===== src/rtl/char_pkg.sv =====
// Shared definitions for the player character life cycle: life states,
// game mode and class codes, and default per-class maximum HP.
package char_pkg;

    typedef enum logic [1:0] {
        LS_IDLE   = 2'd0,
        LS_ALIVE  = 2'd1,
        LS_INVULN = 2'd2,
        LS_DEAD   = 2'd3
    } life_state_e;

    localparam logic [1:0] GAME_MENU = 2'd0;
    localparam logic [1:0] GAME_PLAY = 2'd1;

    localparam logic [1:0] CLASS_MELEE  = 2'd0;
    localparam logic [1:0] CLASS_ARCHER = 2'd1;

    localparam logic [3:0] DEF_MAX_HP_MELEE  = 4'd10;
    localparam logic [3:0] DEF_MAX_HP_ARCHER = 4'd6;

endpackage


===== src/rtl/char_frame_timer.sv =====
// Frame-tick driven invulnerability down-counter with sprite blink divider.
module char_frame_timer #(
    parameter int INVULN_FRAMES = 60,
    parameter int BLINK_FRAMES  = 4
) (
    input  logic clk,
    input  logic rst,
    input  logic load,
    input  logic clear,
    input  logic freeze,
    input  logic frame_tick,
    output logic done,
    output logic blink_visible
);

    logic [7:0] win_cnt_r;
    logic [3:0] blink_cnt_r;
    logic       vis_r;
    logic       tick_s;

    assign tick_s        = frame_tick && !freeze && (win_cnt_r != 8'd0);
    assign done          = tick_s && (win_cnt_r == 8'd1);
    assign blink_visible = vis_r;

    // Window countdown; the final tick forces the sprite back to visible.
    always_ff @(posedge clk or posedge rst) begin
        if (rst) begin
            win_cnt_r   <= 8'd0;
            blink_cnt_r <= 4'd0;
            vis_r       <= 1'b1;
        end else if (clear) begin
            win_cnt_r   <= 8'd0;
            blink_cnt_r <= 4'd0;
            vis_r       <= 1'b1;
        end else if (load) begin
            win_cnt_r   <= 8'(INVULN_FRAMES);
            blink_cnt_r <= 4'(BLINK_FRAMES);
            vis_r       <= 1'b1;
        end else if (tick_s) begin
            win_cnt_r <= win_cnt_r - 8'd1;
            if (win_cnt_r == 8'd1) begin
                blink_cnt_r <= 4'd0;
                vis_r       <= 1'b1;
            end else if (blink_cnt_r == 4'd1) begin
                blink_cnt_r <= 4'(BLINK_FRAMES);
                vis_r       <= ~vis_r;
            end else begin
                blink_cnt_r <= blink_cnt_r - 4'd1;
            end
        end
    end

endmodule


===== src/rtl/char_life_ctrl.sv =====
// Player character life-cycle sequencer: spawn, damage, invulnerability
// window with blink, heal, death and respawn.
module char_life_ctrl
    import char_pkg::*;
#(
    parameter logic [3:0] MAX_HP_MELEE  = DEF_MAX_HP_MELEE,
    parameter logic [3:0] MAX_HP_ARCHER = DEF_MAX_HP_ARCHER,
    parameter int         INVULN_FRAMES = 60,
    parameter int         BLINK_FRAMES  = 4
) (
    input  logic       clk,
    input  logic       rst,
    input  logic       frame_tick,
    input  logic [1:0] game_active,
    input  logic       game_start,
    input  logic [1:0] char_class,
    input  logic       hit_valid,
    input  logic [3:0] hit_dmg,
    input  logic       heal_valid,
    input  logic [3:0] heal_amt,
    output logic       hit_ack,
    output logic [3:0] char_hp,
    output logic       alive,
    output logic       invuln,
    output logic       blink_visible,
    output logic       death_pulse
);

    localparam logic [1:0] ST_IDLE   = 2'(LS_IDLE);
    localparam logic [1:0] ST_ALIVE  = 2'(LS_ALIVE);
    localparam logic [1:0] ST_INVULN = 2'(LS_INVULN);
    localparam logic [1:0] ST_DEAD   = 2'(LS_DEAD);

    logic [1:0] state_r, state_s;
    logic [3:0] hp_r, hp_s;
    logic [3:0] max_hp_r, max_hp_s;
    logic       alive_r, alive_s;
    logic       invuln_r, invuln_s;
    logic       ack_r, ack_s;
    logic       death_r, death_s;
    logic       load_s, clear_s, freeze_s, done_s;
    logic       hit_take_s;
    logic [3:0] spawn_max_s;
    logic [4:0] heal_sum_s;
    logic [3:0] healed_hp_s;

    // A hit acked last cycle is not re-consumed, so acks never run back to back.
    assign hit_take_s  = hit_valid && !ack_r;
    assign spawn_max_s = (char_class == CLASS_MELEE) ? MAX_HP_MELEE : MAX_HP_ARCHER;
    assign heal_sum_s  = {1'b0, hp_r} + {1'b0, heal_amt};
    assign healed_hp_s = (heal_sum_s > {1'b0, max_hp_r}) ? max_hp_r : heal_sum_s[3:0];
    assign freeze_s    = (game_active != GAME_PLAY);

    char_frame_timer #(
        .INVULN_FRAMES (INVULN_FRAMES),
        .BLINK_FRAMES  (BLINK_FRAMES)
    ) u_timer (
        .clk           (clk),
        .rst           (rst),
        .load          (load_s),
        .clear         (clear_s),
        .freeze        (freeze_s),
        .frame_tick    (frame_tick),
        .done          (done_s),
        .blink_visible (blink_visible)
    );

    // Next-state and output decode; spawn beats menu, menu beats play logic.
    always_comb begin
        state_s  = state_r;
        hp_s     = hp_r;
        max_hp_s = max_hp_r;
        alive_s  = alive_r;
        invuln_s = invuln_r;
        ack_s    = 1'b0;
        death_s  = 1'b0;
        load_s   = 1'b0;
        clear_s  = 1'b0;
        if (game_start) begin
            state_s  = ST_ALIVE;
            hp_s     = spawn_max_s;
            max_hp_s = spawn_max_s;
            alive_s  = 1'b1;
            invuln_s = 1'b0;
            ack_s    = hit_take_s;
            clear_s  = 1'b1;
        end else if (game_active == GAME_MENU) begin
            state_s  = ST_IDLE;
            hp_s     = 4'd0;
            alive_s  = 1'b0;
            invuln_s = 1'b0;
            ack_s    = hit_take_s;
            clear_s  = 1'b1;
        end else if (game_active != GAME_PLAY) begin
            ack_s = hit_take_s;
        end else begin
            case (state_r)
                ST_ALIVE: begin
                    if (hit_take_s) begin
                        ack_s = 1'b1;
                        if (hit_dmg == 4'd0) begin
                            hp_s = hp_r;
                        end else if ({1'b0, hit_dmg} >= {1'b0, hp_r}) begin
                            state_s = ST_DEAD;
                            hp_s    = 4'd0;
                            alive_s = 1'b0;
                            death_s = 1'b1;
                        end else begin
                            state_s  = ST_INVULN;
                            hp_s     = hp_r - hit_dmg;
                            invuln_s = 1'b1;
                            load_s   = 1'b1;
                        end
                    end else if (heal_valid) begin
                        hp_s = healed_hp_s;
                    end else begin
                        hp_s = hp_r;
                    end
                end
                ST_INVULN: begin
                    if (hit_take_s) begin
                        ack_s = 1'b1;
                    end else if (heal_valid) begin
                        hp_s = healed_hp_s;
                    end else begin
                        hp_s = hp_r;
                    end
                    if (done_s) begin
                        state_s  = ST_ALIVE;
                        invuln_s = 1'b0;
                    end else begin
                        state_s = ST_INVULN;
                    end
                end
                ST_IDLE, ST_DEAD: begin
                    ack_s = hit_take_s;
                end
                default: begin
                    state_s  = ST_IDLE;
                    hp_s     = 4'd0;
                    alive_s  = 1'b0;
                    invuln_s = 1'b0;
                    clear_s  = 1'b1;
                end
            endcase
        end
    end

    // State and registered outputs.
    always_ff @(posedge clk or posedge rst) begin
        if (rst) begin
            state_r  <= ST_IDLE;
            hp_r     <= 4'd0;
            max_hp_r <= 4'd0;
            alive_r  <= 1'b0;
            invuln_r <= 1'b0;
            ack_r    <= 1'b0;
            death_r  <= 1'b0;
        end else begin
            state_r  <= state_s;
            hp_r     <= hp_s;
            max_hp_r <= max_hp_s;
            alive_r  <= alive_s;
            invuln_r <= invuln_s;
            ack_r    <= ack_s;
            death_r  <= death_s;
        end
    end

    assign hit_ack     = ack_r;
    assign char_hp     = hp_r;
    assign alive       = alive_r;
    assign invuln      = invuln_r;
    assign death_pulse = death_r;

endmodule


===== config.mk =====
export PLATFORM = sky130hd
export DESIGN_NAME = char_life_ctrl
export DESIGN_NICKNAME = d
export VERILOG_FILES = /design/src/rtl/char_pkg.sv /design/src/rtl/char_frame_timer.sv /design/src/rtl/char_life_ctrl.sv
export SDC_FILE = /design/constraint.sdc
export NUM_CORES = 1
export LEC_CHECK = 0
export BUFFER_PORTS_ARGS = -buffer_cell sky130_fd_sc_hd__buf_2
export CAP_MARGIN = 20
export CELL_PAD_IN_SITES_DETAIL_PLACEMENT = 0
export CELL_PAD_IN_SITES_GLOBAL_PLACEMENT = 1
export CORE_UTILIZATION = 25
export CTS_BUF_LIST = sky130_fd_sc_hd__clkbuf_4 sky130_fd_sc_hd__clkbuf_8 sky130_fd_sc_hd__clkbuf_16
export DETAILED_ROUTE_END_ITERATION = 16
export PLACE_DENSITY_LB_ADDON = 0.08
export SLEW_MARGIN = 10
export SYNTH_ARGS = -nofsm -noshare
export SYNTH_HDL_FRONTEND = slang
export SYNTH_SLANG_ARGS = --single-unit

===== constraint.sdc =====
create_clock -name clk -period 3.4 [get_ports clk]
set_clock_uncertainty 0.2 [all_clocks]
set_input_delay 0.17 -clock clk [delete_from_list [all_inputs] [get_ports clk]]
set_output_delay 0.17 -clock clk [all_outputs]
set_load 0.05 [all_outputs]

After elaboration in Yosys (flattened, before gate mapping)
Cells that the tools add are included.
{"block": "word_totals", "regBits": 27, "inputBits": 18, "out_inout_bits": 9, "wordCells": 123}
{"block": "classes", "add_sub_neg": 4, "magnitude_cmp": 2, "eq_ne": 14, "n_mux": 68, "bitwise": 1, "reduce_logical": 24}
{"op": "two-way mux 4 bit", "count": 15}
{"op": "two-way mux 1 bit", "count": 40}
{"op": "two-way mux 8 bit", "count": 3}
{"op": "!= test 4 bit, second input constant", "count": 5}
{"op": "two-way mux 2 bit", "count": 6}
{"op": "nonzero test 3 bit", "count": 4}
{"op": "equality test 8 x 1 -> 1 bit, second input constant", "count": 1}
{"op": "case mux 4 bit (2 select lines)", "count": 1}
{"op": "AND reduction 4 bit", "count": 2}
{"op": "nonzero test 4 bit", "count": 2}
{"op": "nonzero test 8 bit", "count": 1}
{"op": "subtractor 8 x 1 -> 8 bit, second input constant", "count": 1}
{"op": "logical NOT 2 bit", "count": 3}
{"op": "!= test 3 bit, second input constant", "count": 2}
{"op": "AND reduction 6 bit", "count": 1}
{"op": "adder 4 x 4 -> 5 bit", "count": 1}
{"op": "> comparator 5 x 4 -> 1 bit", "count": 1}
{"op": "!= test 5 bit, second input constant", "count": 1}
{"op": "AND reduction 5 bit", "count": 1}
{"op": "equality test 2 bit, second input constant", "count": 2}
{"op": "equality test 4 x 1 -> 1 bit, second input constant", "count": 1}
{"op": "greater-or-equal comparator 4 bit", "count": 1}
{"op": "logical AND 1 bit", "count": 4}
{"op": "logical NOT 4 bit", "count": 1}
{"op": "other kinds (10)", "count": 13}

Depth between registers and ports, before layout
{"block": "logic_depth", "word_depth": 10, "mapped_depth": 10, "depth_no_buf": 10}

Hierarchy
A second synthesis with hierarchy kept.
{"block": "unflattened", "cells_unflattened": 219, "area_unflattened_um2": 1986.9}
{"module": "char_life_ctrl", "instances": 1, "cells_per_inst": 139, "area_each_um2": 1198.6, "seq_area_each_um2": 325.3}
{"module": "char_frame_timer", "instances": 1, "cells_per_inst": 80, "area_each_um2": 788.3, "seq_area_each_um2": 326.6}

Worst setup path after synthesis
Ideal clock, no wire load.
{"block": "synth_path", "kind": "register to register", "startpoint": "register hp_r[0] (netlist: char_hp[0])", "endpoint": "register hp_r[3] (netlist: char_hp[3])", "setup_ps": 111, "arrival_time_ps": 2855, "required_ps": 3089, "setup_slack_ps": 234, "stages_incl_launch_ff": 11, "n_path_buf": 0, "synth_period_minus_slack_ps": 3166, "path_cell_list": "dfrtp_1 -> ha_1 -> inv_1 -> fa_1 -> xnor2_1 -> ha_1 -> and4b_1 -> a211o_1 -> a311oi_2 -> a31oi_1 -> a222oi_1"}
{"block": "synth_between", "elab_chain_cells": 9, "elab_cells_between_ends": 14, "classes_between": "2 x add/sub; 2 x order compare; 10 x mux"}
{"item": "start: declaration", "line_no": "char_life_ctrl.sv:35", "source": "logic [3:0] hp_r, hp_s;"}
{"item": "start signal: assignment", "line_no": "char_life_ctrl.sv:161", "source": "hp_r <= hp_s;"}
{"item": "adder 4 x 4 -> 5 bit", "line_no": "char_life_ctrl.sv:50", "source": "assign heal_sum_s = {1'b0, hp_r} + {1'b0, heal_amt};"}
{"item": "> comparator 5 x 4 -> 1 bit", "line_no": "char_life_ctrl.sv:51", "source": "assign healed_hp_s = (heal_sum_s > {1'b0, max_hp_r}) ? max_hp_r : heal_sum_s[3:0];"}
{"item": "two-way mux 4 bit", "line_no": "char_life_ctrl.sv:51"}
{"item": "two-way mux 4 bit", "line_no": "char_life_ctrl.sv:114, char_life_ctrl.sv:123"}
{"item": "two-way mux 4 bit, on equally long branches", "line_no": "char_life_ctrl.sv:121, char_life_ctrl.sv:99"}
{"item": "case mux 4 bit (2 select lines) (*)", "line_no": "char_life_ctrl.sv:97", "source": "case (state_r)"}
{"item": "two-way mux 4 bit (*)", "line_no": "char_life_ctrl.sv:94", "source": "end else if (game_active != GAME_PLAY) begin"}
{"item": "two-way mux 4 bit (*)", "line_no": "char_life_ctrl.sv:87", "source": "end else if (game_active == GAME_MENU) begin"}
{"item": "two-way mux 4 bit (*)", "line_no": "char_life_ctrl.sv:79", "source": "if (game_start) begin"}
Every way passes the cells marked *; elsewhere a longest branch is shown, timed or not. The select of a mux whose other input is x is not followed.
A chain may end at the register's enable or synchronous reset.

Worst setup path after layout
{"block": "layout_path", "startpoint": "register hp_r[1] (netlist: char_hp[1])", "endpoint": "register hp_r[3] (netlist: char_hp[3])"}
The elaborated chain is that of the path after synthesis.

==> results.toml <==
[run_status]
status = "finished clean"

[clock_tree]
cts_root_buf = "clkbuf_8"
postCtsHoldBufs = 1
post_cts_resized = 0
cts_setup_buffers = 0
numClockSinks = 26
cts_tree = "yes"
ctsHtreeMaxLevel = 1
clkTransAtPathRegs_ns = 0.09
cts_buffers = 3
clock_latency_ns = 0.27
clk_path_buf_depth = 2

[grt]
grt_pass1_wl_mm = 8.604
grt_max_degree = 27
first_global_vias = 1682
grt_antenna_before_repair = 0
grtUsageTotal_pct = 13.11
gr-total-overflow = 0

[power]
max-vdd-ir-drop_v = 0.0001695
p_int_w = 0.0006019
switching_share_pct = 40.11
clkPwrFrac_pct = 20.4
power.share.sequential_pct = 35.6
switching_power_w = 0.0004030
comb_power_share_pct = 44.0
p_leak_nw = 1.026
p_per_area_mw_per_mm2 = 435.3

[min_path]
min_path_cells = 3
min_path_type = "input pin to register"
min_from = "hit_valid"
holdPathEnd = "hit_ack"

[layout]
final_area_mm2 = 0.002308
syn2layout_area_growth_pct = 16.48
drive_gt1_share_pct = 17.72
layout_common_cells = "26 x buf_2, 25 x dfrtp_1, 23 x nor2_1"
final_common_cell = "buf_2"
fin_util_pct = 30.03
fillers = 866
n_antenna_cell = 0
num-nets-final = 292

[sta]
fmax_ghz = 0.3251
period_needed_ns = 3.076
setup-violations-final = 0
rsz0062_at_grt = "false"
finalSetupTns_ns = 0
worst_pin_slew_ns = 0.6243
finalCritPeriodShare_pct = 90.48
holdWs_ns = 0.03153
max_slew_margin_pct = 58.38
hold_violations = 0
setup_ws_ns = 0.3236
finalMaxSlewViolations = 0

[die]
die_y_um = 91.04
initial_core_util_pct = 25.78
die_width_um = 91.04
rows = 32
io_pins = 27
core_mm2 = 0.007687
die_area_mm2 = 0.008287

[critical_path]
required_ns = 3.37
worstSetupPathType = "register to register"
worst_ep_arrival_time_ns = 3.04
cp-start-kind = "register"
cp-end-kind = "register"
reg2reg_depth = 10
critPathMaxFanout = 6
r2r_start = "char_hp[1]"
reg2reg_slack_ns = 0.32
rr_endpoint = "char_hp[3]"

[drt]
first_pass_iters = 4
drtIter0Drc = 112
viasPerCell = 4.719
route.vias.total = 1680
drc_errors = 0
wire_per_inst_um = 14.62
wirelength_mm = 5.203
ant_nets = 0

[synthesis]
ys_types = 56
synth_seq_cells = 26
synthesis.nets = 261
syn_area_mm2 = 0.001982
seq_area_frac_synth_pct = 32.89
synthArstFlopShare_pct = 100.0
synth_edf_count = 0
synth_flop_cell = "dfrtp_1"
yosys_warnings = 0
syn_avg_cell_area_um2 = 8.848
syn_inst = 224

[place]
portBuffers = 26
placed_cell_area_mm2 = 0.002243
dp_worst_setup_slack_ns = 0.3546
dpl.hpwl_mm = 4.119
gp_congestion = 0.7324

[job]
cap_violations = 0
## how the worst max path moves through the flow
stage	from	end	slack, ns	cells after the start
2_1_floorplan	char_hp[0]	char_hp[3]	0.23	10
3_3_place_gp	char_hp[1]	char_hp[3]	0.41	10
3_5_place_dp	char_hp[1]	char_hp[3]	0.35	10
4_1_cts	char_hp[1]	char_hp[3]	0.33	10
5_1_grt	char_hp[1]	char_hp[3]	0.13	10
6_report	char_hp[1]	char_hp[3]	0.32	10
## Yosys cell counts, types with 2 or more instances
library cell	instances	area, um^2
o31ai_1	3	22.52
dfrtp_1	25	625.6
buf_2	3	15.01
ha_1	17	212.7
a31o_2	2	17.52
o21ai_0	6	30.03
fa_1	2	40.04
nand2b_1	3	18.77
or4_1	2	15.01
nand2_1	16	60.06
and3_1	3	18.77
nand3_1	4	20.02
o21ai_1	2	10.01
nand3b_1	3	22.52
a311oi_1	2	17.52
a21oi_1	16	80.08
nor3_1	7	35.03
nand4_1	4	25.02
o211ai_1	2	15.01
a211oi_1	4	30.03
xor2_1	3	26.28
a31oi_1	4	25.02
a21o_1	3	22.52
o21a_1	3	22.52
nor2_1	23	86.33
inv_1	22	82.58
nor4_1	2	12.51
nor2b_1	4	25.02
xnor2_1	7	61.31
## logic make-up after synthesis
logic type	after synthesis	share of synthesized area [%]
AND/OR/NAND/NOR	81	21.34
AO/OA/AOI/OAI	61	22.98
buffers and inverters	26	5.113
flip-flops	26	32.89
adder cells (fa/ha/maj)	19	12.75
XOR/XNOR	10	4.419
multiplexers	1	0.5051
## critical path, stage by stage, from the launching register on
cell and delay [ns]:
dfrtp_1 0.48, ha_1 0.30, a21o_1 0.18, a21oi_1 0.17, xnor2_1 0.18, ha_1 0.29, and4b_1 0.19, a211o_1 0.34
a311oi_2 0.25, a31oi_1 0.08, a222oi_1 0.32
## metal layers
metal / GRT usage (%) / wire length (um)
met3: 2.094 / 103
met4: 2.249 / 25
met2: 21.40 / 2438
met5: 0 / 0
met1: 18.39 / 2635
## registers in the layout, indices dropped and copies added, names as in the netlist
signal                 cells
invuln                     1
u_timer.blink_cnt_r        4
u_timer.win_cnt_r          8
alive                      1
state_r                    2
u_timer.blink_visible      1
death_pulse                1
hit_ack                    1
max_hp_r                   3
char_hp                    4
## through the flow
step | power (W) | instances
4_1_cts | 0.001022 | 356
2_1_floorplan | 0.0006897 | 224
6_report | 0.001005 | 356
5_1_grt | 0.001081 | 356
3_5_place_dp | 0.0008071 | 351
3_3_place_gp | 0.0008172 | 351
## power groups by stage
| stage | logic (W) | clock network (W) | registers, W |
|---|---|---|---|
| 2_1_floorplan | 0.000278 | 0 | 0.000412 |
| 3_3_place_gp | 0.000453 | 0 | 0.000365 |
| 3_5_place_dp | 0.000441 | 0 | 0.000366 |
| 4_1_cts | 0.000444 | 0.000218 | 0.000360 |
| 5_1_grt | 0.000491 | 0.000226 | 0.000364 |
| 6_report | 0.000442 | 0.000205 | 0.000358 |
## final cells by class
| class | instances | area [um^2] | share of cell area (%) |
|---|---|---|---|
| timing repair buffer | 30 | 162.7 | 7.046 |
| clock buffer | 4 | 55.05 | 2.385 |
| sequential | 26 | 651.9 | 28.24 |
| inverter | 22 | 82.58 | 3.577 |
| multi-input combinational | 172 | 1229 | 53.23 |
| tap | 102 | 127.6 | 5.528 |
(Power assumes the default switching activity.)
